## config.mk

```make
export PLATFORM = sky130hd
export DESIGN_NAME = pll_lock_supervisor
export DESIGN_NICKNAME = d
export VERILOG_FILES = /design/src/rtl/pll_lock_supervisor.sv
export SDC_FILE = /design/constraint.sdc
export NUM_CORES = 1
export LEC_CHECK = 0
export ABC_AREA = 1
export CAP_MARGIN = 20
export CORE_ASPECT_RATIO = 0.5
export CORE_MARGIN = 4
export CORE_UTILIZATION = 40
export DETAILED_ROUTE_END_ITERATION = 10
export SLEW_MARGIN = 20
export SYNTH_ARGS = -nofsm -noshare
export SYNTH_HDL_FRONTEND = slang
export SYNTH_SLANG_ARGS = --single-unit
```

## constraint.sdc

```tcl
create_clock -name CLKI -period 1.8 [get_ports CLKI]
set_input_delay 0.36 -clock CLKI [delete_from_list [all_inputs] [get_ports CLKI]]
set_output_delay 0.36 -clock CLKI [all_outputs]
set_load 0.01 [all_outputs]
```

## src/rtl/pll_lock_supervisor.sv

```systemverilog
// pll_lock_supervisor
//
// Reset/lock sequencer for 1..4 PLLs that share a reference clock. It pulses
// the PLL reset pins and synchronises the raw LOCK pins. It waits for all
// participating locks to stay high long enough, and retries a bounded number
// of times on timeout. It then raises a single READY that downstream domains
// use to release their resets. Runs on the PLL reference clock only.
//
// Ports
//   CLKI       in   PLL reference clock (only clock)
//   RST        in   synchronous active-high reset
//   LOCK       in   raw PLL LOCK pins, asynchronous, one per PLL
//   RETRY_REQ  in   single-cycle pulse, restarts the sequence from FAIL
//   PLL_RST    out  reset to every PLL, all bits identical
//   READY      out  all unmasked PLLs locked and stable
//   FAIL       out  retries exhausted, PLLs held in reset
//   RETRY_CNT  out  re-reset attempts used in the current sequence
//   LOSS_CNT   out  lock-loss events seen in READY, saturates at 255
//   STATE      out  encoded FSM state for debug
//
// state        | meaning
// -------------+-----------------------------------------------------------
// RST_ASSERT 0 | PLL_RST high for RST_PULSE_CYC cycles
// WAIT_LOCK  1 | PLL_RST low, timeout running, waiting for all locks
// STABLE     2 | all locks high, counting towards LOCK_STABLE_CYC
// READY      3 | locked and stable; any lock drop re-runs the sequence
// FAIL       4 | retries exhausted, PLLs held in reset until RETRY_REQ

module pll_lock_supervisor #(
  parameter int                 NUM_PLL          = 2,
  parameter logic [NUM_PLL-1:0] PLL_MASK         = {NUM_PLL{1'b1}},
  parameter int                 RST_PULSE_CYC    = 16,
  parameter int                 LOCK_STABLE_CYC  = 1024,
  parameter int                 LOCK_TIMEOUT_CYC = 100000,
  parameter int                 MAX_RETRY        = 3
) (
  input  logic               CLKI,
  input  logic               RST,
  input  logic [NUM_PLL-1:0] LOCK,
  input  logic               RETRY_REQ,
  output logic [NUM_PLL-1:0] PLL_RST,
  output logic               READY,
  output logic               FAIL,
  output logic [3:0]         RETRY_CNT,
  output logic [7:0]         LOSS_CNT,
  output logic [2:0]         STATE
);

  localparam int RPW = $clog2(RST_PULSE_CYC);
  localparam int STW = (LOCK_STABLE_CYC > 1) ? $clog2(LOCK_STABLE_CYC) : 1;
  localparam int TOW = $clog2(LOCK_TIMEOUT_CYC);

  localparam logic [RPW-1:0] RP_LAST   = RPW'(RST_PULSE_CYC - 1);
  localparam logic [STW-1:0] ST_LAST   = STW'(LOCK_STABLE_CYC - 1);
  localparam logic [TOW-1:0] TO_LAST   = TOW'(LOCK_TIMEOUT_CYC - 1);
  localparam logic [3:0]     RETRY_LIM = 4'(MAX_RETRY);

  typedef enum logic [2:0] {
    S_RST_ASSERT = 3'd0,
    S_WAIT_LOCK  = 3'd1,
    S_STABLE     = 3'd2,
    S_READY      = 3'd3,
    S_FAIL       = 3'd4
  } state_t;

  state_t             state;
  state_t             state_nx;
  logic [NUM_PLL-1:0] lock_meta;
  logic [NUM_PLL-1:0] lock_sync;
  logic               all_lock;
  logic [RPW-1:0]     pulse_cnt;
  logic [TOW-1:0]     to_cnt;
  logic [STW-1:0]     st_cnt;
  logic [3:0]         retry_cnt;
  logic [3:0]         retry_nx;
  logic [7:0]         loss_cnt;
  logic [7:0]         loss_nx;
  logic               pll_rst_q;
  logic               ready_q;
  logic               fail_q;
  logic               pulse_done;
  logic               timed_out;
  logic               stable_done;

  // Two-flop synchroniser on the asynchronous LOCK pins.
  always_ff @(posedge CLKI) begin
    if (RST) begin
      lock_meta <= '0;
      lock_sync <= '0;
    end else begin
      lock_meta <= LOCK;
      lock_sync <= lock_meta;
    end
  end

  // Masked-out PLLs count as locked.
  assign all_lock    = &(lock_sync | ~PLL_MASK);
  assign pulse_done  = (pulse_cnt == RP_LAST);
  assign timed_out   = (to_cnt == TO_LAST);
  assign stable_done = (st_cnt == ST_LAST);

  always_comb begin
    state_nx = state;
    retry_nx = retry_cnt;
    loss_nx  = loss_cnt;
    case (state)
      S_RST_ASSERT: begin
        if (pulse_done) state_nx = S_WAIT_LOCK;
      end
      S_WAIT_LOCK, S_STABLE: begin
        // Timeout takes priority over a stable window completing.
        if (timed_out) begin
          if (retry_cnt < RETRY_LIM) begin
            retry_nx = retry_cnt + 4'd1;
            state_nx = S_RST_ASSERT;
          end else begin
            state_nx = S_FAIL;
          end
        end else if (state == S_WAIT_LOCK) begin
          if (all_lock) state_nx = S_STABLE;
        end else if (!all_lock) begin
          state_nx = S_WAIT_LOCK;
        end else if (stable_done) begin
          state_nx = S_READY;
        end
      end
      S_READY: begin
        if (!all_lock) begin
          state_nx = S_RST_ASSERT;
          retry_nx = '0;
          if (loss_cnt != 8'hFF) loss_nx = loss_cnt + 8'd1;
        end
      end
      S_FAIL: begin
        if (RETRY_REQ) begin
          state_nx = S_RST_ASSERT;
          retry_nx = '0;
        end
      end
      default: state_nx = S_RST_ASSERT;
    endcase
  end

  always_ff @(posedge CLKI) begin
    if (RST) begin
      state     <= S_RST_ASSERT;
      retry_cnt <= '0;
      loss_cnt  <= '0;
      pulse_cnt <= '0;
      to_cnt    <= '0;
      st_cnt    <= '0;
      pll_rst_q <= 1'b1;
      ready_q   <= 1'b0;
      fail_q    <= 1'b0;
    end else begin
      state     <= state_nx;
      retry_cnt <= retry_nx;
      loss_cnt  <= loss_nx;
      pulse_cnt <= (state == S_RST_ASSERT && state_nx == S_RST_ASSERT)
                   ? pulse_cnt + RPW'(1) : '0;
      // The timeout window starts on leaving RST_ASSERT and spans any
      // bouncing between WAIT_LOCK and STABLE.
      to_cnt    <= ((state == S_WAIT_LOCK || state == S_STABLE) &&
                    (state_nx == S_WAIT_LOCK || state_nx == S_STABLE))
                   ? to_cnt + TOW'(1) : '0;
      st_cnt    <= (state == S_STABLE && state_nx == S_STABLE)
                   ? st_cnt + STW'(1) : '0;
      // Outputs are registered from the next state so they carry no
      // decode glitches into downstream reset logic.
      pll_rst_q <= (state_nx == S_RST_ASSERT) || (state_nx == S_FAIL);
      ready_q   <= (state_nx == S_READY);
      fail_q    <= (state_nx == S_FAIL);
    end
  end

  assign PLL_RST   = {NUM_PLL{pll_rst_q}};
  assign READY     = ready_q;
  assign FAIL      = fail_q;
  assign RETRY_CNT = retry_cnt;
  assign LOSS_CNT  = loss_cnt;
  assign STATE     = state;

endmodule

```

# [Word level (Yosys, flattened, before mapping)]
# Index checks and enable logic that the tools add are counted.
[word_totals] input_bits=5 register_bits=53
[classes] n_addsub=5 n_eq_ne=16 order_cmp=1 bitwise=4 n_reduce_logical=16 muxes=15
[ops] operator="2-to-1 mux 3 bit" n=9
[ops] operator="adder 17 x 1 -> 17 bit (second input constant)" n=1
[ops] operator="equality test 17 bit (second input constant)" n=1
[ops] operator="2-to-1 mux 4 bit" n=4
[ops] operator="equality test 3 x 2 -> 1 bit (second input constant)" n=4
[ops] operator="one-hot mux 3 bit (4 select lines)" n=1
[ops] operator="one-hot mux 4 bit (3 select lines)" n=1
[ops] operator="adder 10 x 1 -> 10 bit (second input constant)" n=1
[ops] operator="equality test 10 bit (second input constant)" n=1
[ops] operator="adder 4 x 1 -> 4 bit (second input constant)" n=2
[ops] operator="adder 8 x 1 -> 8 bit (second input constant)" n=1
[ops] operator="inequality test 2 bit (second input constant)" n=4
[ops] operator="inequality test 8 bit (second input constant)" n=1
[ops] operator="OR reduction 2 bit" n=4
[ops] operator="equality test 3 x 1 -> 1 bit (second input constant)" n=2
[ops] operator="equality test 3 bit (second input constant)" n=2
[ops] operator="zero test 3 bit" n=2
[ops] operator="AND reduction 5 bit" n=1
[ops] operator="equality test 4 bit (second input constant)" n=1
[ops] operator="less-than comparator 4 x 2 -> 1 bit (second input constant)" n=1
[ops] operator="inverter 1 bit" n=4
[ops] operator="logical AND 1 bit" n=3
[ops] operator="logical OR 1 bit" n=3
[ops] operator="AND reduction 3 bit" n=1
[ops] operator="2 further kinds" n=2

# [Depth between registers and ports, before layout]
# Gate-level depths: netlist (run 1).
[logic_depth] word_depth=11 depth_mapped=14 depth_no_buf=13

# [Worst setup path after synthesis (run 1)]
# Ideal clock, no wire load.
[synth_timing] path_kind="register to register" startpoint="reg st_cnt[0]" endpoint="reg to_cnt[2]" setup_time_ns=0.121 required_ns=1.679 t_arrival_ns=1.590 path_slack_ns=0.089 synth_period_minus_slack_ns=1.711 stages_incl_launch_ff=14 path_buffers=1 path_cell_list="dfxtp_1 -> ha_1 -> nand2_2 -> nor2_4 -> nand3_2 -> nand2_1 -> nand2_2 -> nor2_4 -> nor2_8 -> nand2_2 -> nand2_2 -> nand2_4 -> buf_12 -> nor2_4"
[synth_between] elab_chain_len=11 elab_cells_between_ends=12 classes_between="3 x eq/ne; 5 x mux; 1 x bitwise; 3 x reduce/logical"
[synth_lines] element="start: declaration" line_no="73" rtl="logic [STW-1:0] st_cnt;"
[synth_lines] element="start signal: assignment" line_no="166" rtl="st_cnt <= (state == S_STABLE && state_nx == S_STABLE)"
[synth_lines] element="equality test 10 bit (*)" line_no="100" rtl="assign stable_done = (st_cnt == ST_LAST);"
[synth_lines] element="2-to-1 mux 3 bit (*)" line_no="123" rtl="end else if (stable_done) begin"
[synth_lines] element="2-to-1 mux 3 bit (*)" line_no="121" rtl="end else if (!all_lock) begin"
[synth_lines] element="2-to-1 mux 3 bit (*)" line_no="119" rtl="end else if (state == S_WAIT_LOCK) begin"
[synth_lines] element="2-to-1 mux 3 bit (*)" line_no="112" rtl="if (timed_out) begin"
[synth_lines] element="one-hot mux 3 bit (4 select lines) (*)" line_no="106" rtl="case (state)"
[synth_lines] element="equality test 3 x 1 -> 1 bit or equality test 3 x 2 -> 1 bit (tied branches)" line_no="164" rtl="(state_nx == S_WAIT_LOCK || state_nx == S_STABLE))"
[synth_lines] element="logical OR 1 bit (*)" line_no="164"
[synth_lines] element="logical AND 1 bit (*)" line_no="163" rtl="to_cnt <= ((state == S_WAIT_LOCK || state == S_STABLE) &&"
[synth_lines] element="inverter 1 bit (no line) (*)"
[synth_lines] element="OR reduction 2 bit (no line) (*)"
[synth_lines] element="end signal: assignment" line_no="163"
[synth_lines] element="end: declaration" line_no="72" rtl="logic [TOW-1:0] to_cnt;"
# Every way passes the cells marked *; elsewhere a longest branch is shown, timed or not.
# A chain may end at the register's enable or synchronous reset.

# [Final worst setup path (run 1)]
[layout_timing] startpoint="reg state[1], in the netlist STATE[1]" endpoint="out STATE[1]"
[layout_rtl] element="start: declaration" line_no="66" rtl="state_t state;"
[layout_rtl] element="start signal: assignment" line_no="156" rtl="state <= state_nx;"
[layout_rtl] element="end: declaration" line_no="46" rtl="output logic [2:0] STATE"
# No word-level cell between the ends.

==> flow_metrics.env, run 1 <==
export IMPL_status="finished clean"
export IMPL_avgSynthCellArea_um2=8.412
export IMPL_grt_pass1_vias=1990
export IMPL_portBuffers=23
export IMPL_ys_async_sr_fraction_pct=0
export IMPL_routed_wl_mm=5.051
export IMPL_worst_clock_skew_ps=4.025
export IMPL_core_area_mm2=0.006131
export IMPL_synth_cell_type_count=33
export IMPL_drive_above_1_share_pct=29.23
export IMPL_num_antenna_cells=0
export IMPL_critPathMaxFanout=7
export IMPL_hold_viol=0
export IMPL_fin_area_mm2=0.003283
export IMPL_cpPeakStageDelay_ps=600
export IMPL_worstHoldEndpoint="lock_sync[1]"
export IMPL_fillers=577
export IMPL_crit_required_ps=1440
export IMPL_cts_buffers=5
export IMPL_vias=2037
export IMPL_ys_flop_type="dfxtp_1"
export IMPL_final_cell_count_no_fill=437
export IMPL_reg2reg_depth=13
export IMPL_worstHoldPathCells=2
export IMPL_pin_count=24
export IMPL_syn_nets=313
export IMPL_crit_type="register to primary output"
export IMPL_placedCellCount=422
export IMPL_clk_latency_ps=280
export IMPL_vias_per_cell=4.661
export IMPL_drc=0
export IMPL_synth_edf_count=0
export IMPL_yosysSeqAreaShare_pct=41.63
export IMPL_pre_cts_slack_ps=-24.88
export IMPL_rsz0062_at_grt="true"
export IMPL_syn_area_mm2=0.002549
export IMPL_worstHoldStart="lock_meta[1]"
export IMPL_synth_cells=303
export IMPL_grt_first_pass_wirelength_mm=8.687
export IMPL_ys_warn_count=0
export IMPL_max_clock_freq_mhz=577.9
export IMPL_start_util_pct=41.57
export IMPL_die_area_mm2=0.007790
export IMPL_grt_overflow=0
export IMPL_p_leak_nw=1.182
export IMPL_r2r_end="to_cnt[15]"
export IMPL_final_core_util_pct=53.55
export IMPL_cts_tree="built"
export IMPL_dr_pass1_iters=4
export IMPL_clk_path_buf_depth=2
export IMPL_cp_data_arrival_time_ps=1370
export IMPL_track_usage_pct=13.58
export IMPL_antenna_found_initial=0
export IMPL_critPathLaunchType="register"
export IMPL_slew_viol_final=0
export IMPL_place_area_mm2=0.002957
export IMPL_path_buf_inv=1
export IMPL_final_setup_worst_slack_ps=69.67
export IMPL_drv_cap=0
export IMPL_setup_violations=0
export IMPL_hp_class="register to register"
export IMPL_ys_ff_latch=53
export IMPL_cts_max_level=2
export IMPL_clock_sinks=53
export IMPL_register_area_mm2=0.001070
export IMPL_die_w_um=120.9
export IMPL_tightest_slew_ps=335.0
export IMPL_fin_nets=359
export IMPL_cts_root_buf="clkbuf_16"
export IMPL_cp_end_kind="primary output"
export IMPL_period_needed_ps=1730
export IMPL_slowest_stage="clkdlybuf4s50_1"
export IMPL_fp_dieH_um=64.45
export IMPL_syn_to_final_growth_pct=28.82
export IMPL_dr_first_iter_drc_count=105
export IMPL_rows=20
export IMPL_max_slew_margin_pct=77.47
export IMPL_reg2reg_from="st_cnt[1]"
export IMPL_avgRoutedWirePerCell_um=11.56
export IMPL_ant_nets=0
export IMPL_power_density_mw_per_mm2=658.7
export IMPL_hpwl_mm=3.562
export IMPL_gp_congestion=0.8337
export IMPL_cpLargestDelayFamily="buffers and inverters"
export IMPL_reg2reg_slack_ps=80
export IMPL_ir_drop_mv=0.3597
export IMPL_crit_chain="clkdlybuf4s50_1"
export IMPL_clk_pin_slew_ps=60
export IMPL_fin_crit_sh_pct=96.13
export IMPL_grt_start_max_net_pins=16
export IMPL_multi_input_area_mm2=0.001433
## how the worst max path moves through the flow
stage | start | end | cells past startpoint
CTS | st_cnt[0] | to_cnt[15] | 13
floorplan | st_cnt[0] | to_cnt[2] | 13
detailed placement | st_cnt[0] | to_cnt[15] | 13
global route | st_cnt[1] | to_cnt[3] | 14
global placement | st_cnt[0] | to_cnt[2] | 13
finish | STATE[1] | STATE[1] | 1
## worst reg2reg max path, cell delays in order (launching register included)
cell and delay (ps):
dfxtp_2 350, ha_4 150, nand2_4 50, nor2_4 150, nand3_2 130, nand2_2 80
nand2_2 70, nor2_4 140, nor2_8 60, nand2_2 70, nand2_2 60, nand2_4 110
buf_12 160, nor2_4 30
## state kept, by name, summed over array words and instances (netlist names)
register,cells
to_cnt,17
st_cnt,10
LOSS_CNT,8
RETRY_CNT,4
pulse_cnt,4
STATE,3
lock_meta,2
lock_sync,2
FAIL,1
READY,1
pll_rst_q,1
## layout make-up
| type | instances | share of cell area (%) |
|---|---|---|
| sequential | 53 | 32.58 |
| multi-input combinational | 212 | 43.64 |
| timing repair buffer | 43 | 12.20 |
| clock buffer | 7 | 4.345 |
| tap | 88 | 3.354 |
| inverter | 34 | 3.887 |
## power by group
group          total [mW]  switching, mW  internal, mW  leakage, nW
Combinational      0.0412         0.0215        0.0197        0.680
Clock               0.933          0.387         0.546       0.0700
Sequential           1.19        0.00551          1.18        0.432
## synthesized netlist by cell type, types with 2 or more instances
library cell,number,area share (%)
o21ai_0,5,0.98
xor2_1,18,6.2
nor2_1,41,6.0
a31oi_1,2,0.49
nand4_1,6,1.5
nor2_2,14,3.4
a21oi_1,4,0.79
nand2_2,9,2.2
inv_1,29,4.3
inv_2,5,0.74
xnor2_1,10,3.4
ha_1,5,2.5
nand3_2,4,1.6
nand2_1,41,6.0
nor2_4,16,7.1
clkbuf_1,2,0.29
nor3_1,7,1.4
dfxtp_1,53,42
nand2_4,2,0.88
nand3_1,16,3.1
buf_4,2,0.59
## timing repair
action | in CTS | in global routing
hold endpoints to repair | 0 | 0
setup endpoints to repair | 14 | 34
buffers inserted | 2 | 5
gates resized for setup | 1 | 30
pin swaps | 2 | 11
gates cloned | 0 | 1
hold buffers | 0 | 0
## cell families (layout without fill, tap and decap cells)
logic type | after synthesis | after routing | synth area share (%)
flip-flops | 53 | 53 | 41.63
AO/OA/AOI/OAI | 18 | 18 | 4.369
adder cells (fa/ha/maj) | 5 | 5 | 2.455
AND/OR/NAND/NOR | 160 | 161 | 35.25
buffers and inverters | 39 | 84 | 6.676
XOR/XNOR | 28 | 28 | 9.622
## metal layers
metal  vias up  part of all wire [%]  global-route usage, %
met2        32                    48                  23.57
met3         7                   4.1                  4.010
met4         0                   1.1                  3.390
met1       955                    46                  16.62
met5         -                     0                      0
li1       1043                     -                      -
## cell usage in the layout (no fill, tap or decap), types with 10 or more instances in the layout
master,netlist,routed
nor2_1,41,38
xor2_1,18,17
buf_4,2,17
nor2_4,16,17
clkdlybuf4s50_1,0,23
dfxtp_1,53,46
nand2_1,41,37
nand2_2,9,11
inv_1,29,28
nand3_1,16,16
nor2_2,14,16
xnor2_1,10,10
## through the flow
| step | setup TNS, ps | total power, mW | hold WS, ps |
|---|---|---|---|
| 2_1_floorplan | 0 | 1.237 | 388.3 |
| 4_1_cts | 0 | 2.194 | 407.6 |
| 3_3_place_gp | 0 | 1.254 | 391.3 |
| 3_5_place_dp | -166.5 | 1.256 | 398.4 |
| 5_1_grt | -754.2 | 2.253 | 435.7 |
| 6_report | 0 | 2.163 | 403.0 |
(Power assumes the default switching activity.)
==> run 2: changes to the inputs <==
--- a/config.mk
+++ b/config.mk
@@ -7,7 +7,7 @@
 export LEC_CHECK = 0
 export ABC_AREA = 1
 export CAP_MARGIN = 20
-export CORE_ASPECT_RATIO = 0.5
+export CORE_ASPECT_RATIO = 2
 export CORE_MARGIN = 4
 export CORE_UTILIZATION = 40
 export DETAILED_ROUTE_END_ITERATION = 10
==> run 2 against run 1 <==
Net effect: clock skew grew 2.7 ps; design area grew 1.9%; utilization grew 1.2 points; routed wire length grew 4.2%; sequential power is essentially flat; die area is the same; non-clock buffer count grew 10; register-to-register slack is essentially flat; combinational power grew 3%; via count grew 0.25%; critical path type is now register to register.
==> flow_metrics.env, run 2 (same netlist as run 1, synthesis figures left out) <==
export IMPL_rows=40
export IMPL_drv_cap=0
export IMPL_grt_pass1_vias=2063
export IMPL_fp_dieH_um=120.9
export IMPL_period_needed_ps=1713
export IMPL_setup_violations=0
export IMPL_cts_root_buf="clkbuf_16"
export IMPL_final_cell_mix="dfxtp_1 (46), nor2_1 (39), nand2_1 (38)"
export IMPL_core_area_mm2=0.006106
export IMPL_fin_crit_sh_pct=95.17
export IMPL_worstHoldEndpoint="lock_sync[0]"
export IMPL_syn_to_final_growth_pct=31.22
export IMPL_hold_viol=0
export IMPL_pin_count=24
export IMPL_track_usage_pct=14.80
export IMPL_slowest_stage="dfxtp_2"
export IMPL_reg2reg_depth=12
export IMPL_hp_class="register to register"
export IMPL_critPathMaxFanout=7
export IMPL_crit_type="register to register"
export IMPL_cp_end_kind="register"
export IMPL_slew_viol_final=0
export IMPL_crit_required_ps=2030
export IMPL_layout_commonest_cell="dfxtp_1"
export IMPL_num_antenna_cells=0
export IMPL_reg2reg_slack_ps=90
export IMPL_largest_register_ff_count=17
export IMPL_routed_wl_mm=5.262
export IMPL_cts_max_level=2
export IMPL_max_slew_margin_pct=76.99
export IMPL_vias_per_cell=4.609
export IMPL_ant_nets=0
export IMPL_clk_latency_ps=300
export IMPL_path_buf_inv=1
export IMPL_finalPower_mw=2.172
export IMPL_grt_first_pass_wirelength_mm=9.004
export IMPL_die_area_mm2=0.007790
export IMPL_max_clock_freq_mhz=583.7
export IMPL_worstHoldStart="lock_meta[0]"
export IMPL_cts_buffers=5
export IMPL_worst_clock_skew_ps=6.708
export IMPL_cpPeakStageDelay_ps=350
export IMPL_clock_sinks=53
export IMPL_clk_pin_slew_ps=70
export IMPL_cts_hold_buf=0
export IMPL_hpwl_mm=3.937
export IMPL_p_leak_nw=1.222
export IMPL_dr_pass1_iters=4
export IMPL_power_density_mw_per_mm2=649.3
export IMPL_start_util_pct=41.74
export IMPL_tightest_slew_ps=343.1
export IMPL_largest_register="to_cnt"
export IMPL_status="finished clean"
export IMPL_critPathLaunchType="register"
export IMPL_antenna_found_initial=0
export IMPL_cts_tree="built"
export IMPL_die_w_um=64.45
export IMPL_final_setup_worst_slack_ps=86.90
export IMPL_portBuffers=23
export IMPL_vias=2042
export IMPL_reg2reg_from="to_cnt[1]"
export IMPL_pre_cts_slack_ps=-17.68
export IMPL_fin_nets=368
export IMPL_grt_start_max_net_pins=17
export IMPL_clk_path_buf_depth=2
export IMPL_drc=0
export IMPL_avgRoutedWirePerCell_um=11.88
export IMPL_crit_chain="ha_4 -> nand2_4 -> nor2_4 -> nand3_4 -> nand2_4 -> nand2_4 -> nand2_2 -> o21ai_2 -> nor2_4 -> nand2_8 -> buf_12 -> nor2_4"
export IMPL_cp_data_arrival_time_ps=1950
export IMPL_drive_above_1_share_pct=30.64
export IMPL_rsz0062_at_grt="true"
export IMPL_gp_congestion=0.7789
export IMPL_r2r_end="to_cnt[13]"
export IMPL_grt_overflow=0
export IMPL_placedCellCount=427
export IMPL_worstHoldPathCells=2
export IMPL_final_cell_count_no_fill=443
export IMPL_ir_drop_mv=0.5802
export IMPL_dr_first_iter_drc_count=46
export IMPL_cpLargestDelayFamily="simple AND/OR/NAND/NOR gates"
-- run 2: worst register-to-register path, delay by kind of cell, from the launching register on --
| kind | cells | cell delay [ps] |
|---|---|---|
| adder cells (fa/ha/maj) | 1 | 150 |
| flip-flops | 1 | 350 |
| AND/OR/NAND/NOR | 9 | 920 |
| buffers and inverters | 1 | 160 |
| AO/OA/AOI/OAI | 1 | 70 |
-- run 2: per-layer routing --
layer	part of all wire (%)	global-route usage, %
met1	36	14.29
met2	57	27.72
met3	2.5	2.873
met4	4.1	9.272
met5	0	0
-- run 2: through the flow --
stage	area [um2]	hold WS [ps]	util, %	TNS (ps)
4_1_cts	3193	410.3	52.30	0
6_report	3344	406.5	54.77	0
5_1_grt	3344	421.1	54.77	-165.9
2_1_floorplan	2549	388.3	-	0
3_3_place_gp	3032	390.3	49.65	-15.92
3_5_place_dp	3032	400.7	49.65	-17.68
-- run 2: final cells by class --
cell class,count,area (um2)
Fill cell,577,2761
Multi-Input combinational cell,211,1404
Sequential cell,53,1072
Timing Repair Buffer,53,493.0
Clock buffer,6,128.9
Inverter,34,127.6
Tap cell,84,105.1
Clock inverter,2,13.76
-- run 2: worst max path at each step --
stage / startpoint / cells past startpoint / end / slack [ps]
after global routing: to_cnt[1] / 12 / to_cnt[13] / -30
final: to_cnt[1] / 12 / to_cnt[13] / 90
after CTS: to_cnt[0] / 13 / to_cnt[11] / 10
after global placement: to_cnt[0] / 9 / to_cnt[16] / -20
after floorplan: st_cnt[0] / 13 / to_cnt[2] / 90
after detailed placement: to_cnt[0] / 9 / to_cnt[16] / -20
-- run 2: timing repair --
| action | CTS | global route |
|---|---|---|
| cloned | 0 | 0 |
| buffers inserted | 0 | 8 |
| endpoints found under the setup margin | 8 | 31 |
| gates resized for setup | 3 | 23 |
| pin swaps | 0 | 15 |
-- run 2: report_power, final --
group | internal, mW | total [mW] | switching (mW)
Combinational | 0.0212 | 0.0424 | 0.0212
Clock | 0.519 | 0.943 | 0.424
Sequential | 1.18 | 1.19 | 0.00546
Total | 1.72 | 2.17 | 0.451
==> edit, RTL diff (settings of run 2) <==
`NUM_PLL`: 2 -> 4.
--- a/src/rtl/pll_lock_supervisor.sv
+++ b/src/rtl/pll_lock_supervisor.sv
@@ -27,7 +27,7 @@
 // FAIL       4 | retries exhausted, PLLs held in reset until RETRY_REQ
 
 module pll_lock_supervisor #(
-  parameter int                 NUM_PLL          = 2,
+  parameter int                 NUM_PLL          = 4,
   parameter logic [NUM_PLL-1:0] PLL_MASK         = {NUM_PLL{1'b1}},
   parameter int                 RST_PULSE_CYC    = 16,
   parameter int                 LOCK_STABLE_CYC  = 1024,
Interface: changed (resized LOCK and PLL_RST); port bits go from 24 to 28. No check against the original RTL was run, so the function may have changed too.
==> edit against run 2 <==
Power rose by 47%; via count is 3.8% higher; first-iteration DRC count is 33% higher; area after synthesis grew 1.6%; sequential cell count rose by 4; routed wire length is 4.0% higher; setup slack worse by 0.027 ns; final area grew 2.4%; highest routed layer unchanged.
==> edit: results (changes against run 2) <==
drt_iter0_drc: 61  # +33%
wl_per_cell_um: 11.9  # +0.13%
slowest_delay_ns: 0.35  # about the same
synth_commonest_cells: "nor2_1 (62), dfxtp_1 (57), nand2_1 (45), inv_1 (42), nand3_1 (19)"
synth_area_per_cell_um2: 7.90  # -6.1%
gp_congestion: 0.801  # +2.8%
placed_cells: 442  # +3.5%
cp_slowest_cell: "dfxtp_4"
p_leak_uw: 0.00129  # +5.8%
ir_drop_uv: 594  # +2.4%
nFillCells: 591  # +2.4%
comb-power_uw: 49.0  # +16%
comb_power_share_pct: 1.5  # -0.5 points
synthTopCellsByArea: "dfxtp_1 (44%), nor2_1 (9.0%), nand2_1 (6.5%)"
clk_pin_slew_ns: 0.05  # -0.02 ns
met3_usage_pct: 4.06  # +1.2 points
final_nets: 382  # +3.8%
placed_cell_area_um2: 2970  # -2.0%
h-tree-depth: 3  # +1
drive_gt1_share_pct: 19.3  # -11 points
synthArstFlopShare_pct: 0  # unchanged
grt_pass1_vias: 1985  # -3.8%
wl_met3_um: 161  # +21%
dp_worst_setup_slack_ns: -0.0128  # +0.00488 ns
clock_skew_ns: 0.00769  # +0.000986 ns
grt_pass1_wl_mm: 8.65  # -3.9%
status: "finished, final reports clean"
worst-path-max-fanout: 8  # +1
clk-power_uw: 1860  # +97%
power.internal_uw: 2620  # +52%
synth.distinct_cells: 31  # -6.1%
wirelength_met1_mm: 2.09  # +9.0%
numCtsBuffers: 9  # +4
grt_max_degree: 18  # +1
clock_latency_ns: 0.32  # +0.02 ns
vias: 2120  # +3.8%
port_buffers: 27  # +17%
syn-num-nets: 340  # +8.6%
synth-seq-area-share_pct: 44.1  # +2.4 points
tightest_slew_ns: 0.370  # +0.0269 ns
use_met2_pct: 26.9  # -0.84 points
dp.final_hpwl_mm: 3.93  # -0.12%
use_met1_pct: 13.9  # -0.36 points
routed.top_layer: "met4"
wl_met2_mm: 3.06  # +2.1%
vias_per_cell: 4.61  # about the same
grtUsageTotal_pct: 14.6  # -0.16 points
edit: cell types whose count changed after synthesis, moves of 3 or more:
cell,delta
nor2_1,+21
nor3_1,+4
a21oi_1,+3
inv_1,+13
nand2_2,-4
nor2_4,-13
nand3_1,+3
nand2_1,+4
dfxtp_1,+4
edit: final timing paths:
check	startpoint	cells past startpoint	to	slack, ns
max reg2reg	to_cnt[0]	11	to_cnt[0]	0.06
max	to_cnt[0]	11	to_cnt[0]	0.06
min reg2reg	lock_meta[2]	2	lock_sync[2]	0.40
min	lock_meta[2]	2	lock_sync[2]	0.40
edit: what timing repair did:
| action | CTS | global route |
|---|---|---|
| endpoints found under the setup margin | 9 | 38 |
| buffers inserted | 0 | 1 |
| gates resized for setup | 1 | 23 |
| hold buffers | 0 | 0 |
| pin swaps | 0 | 5 |
| gates cloned | 0 | 2 |
edit: cells by family (layout without fill, tap and decap cells):
family,Yosys count,in the layout,synth area share [%]
AND/OR/NAND/NOR,172,174,32.0
flip-flops,57,57,44.1
buffers and inverters,52,96,8.74
XOR/XNOR,27,27,9.13
AO/OA/AOI/OAI,15,15,3.67
adder cells (fa/ha/maj),5,5,2.42
edit: final cells by class:
cell class                      count  area [um^2]  share of cell area (%)
Sequential cell                    57         1150                    33.6
Inverter                           45          171                    5.00
Multi-Input combinational cell    221         1330                    38.8
Tap cell                           86          108                    3.14
Clock inverter                      2         60.1                    1.75
Timing Repair Buffer               36          338                    9.86
Clock buffer                       13          270                    7.89
edit: worst reg2reg max path, cell delays in order, from the launching register on:
cell	delay, ns
dfxtp_4	0.35
ha_4	0.16
nand3_2	0.10
inv_2	0.05
nand3_2	0.09
nand2_4	0.07
buf_4	0.15
o21bai_4	0.21
nand3_2	0.12
nand2_4	0.16
nand2_8	0.11
nor2_1	0.10
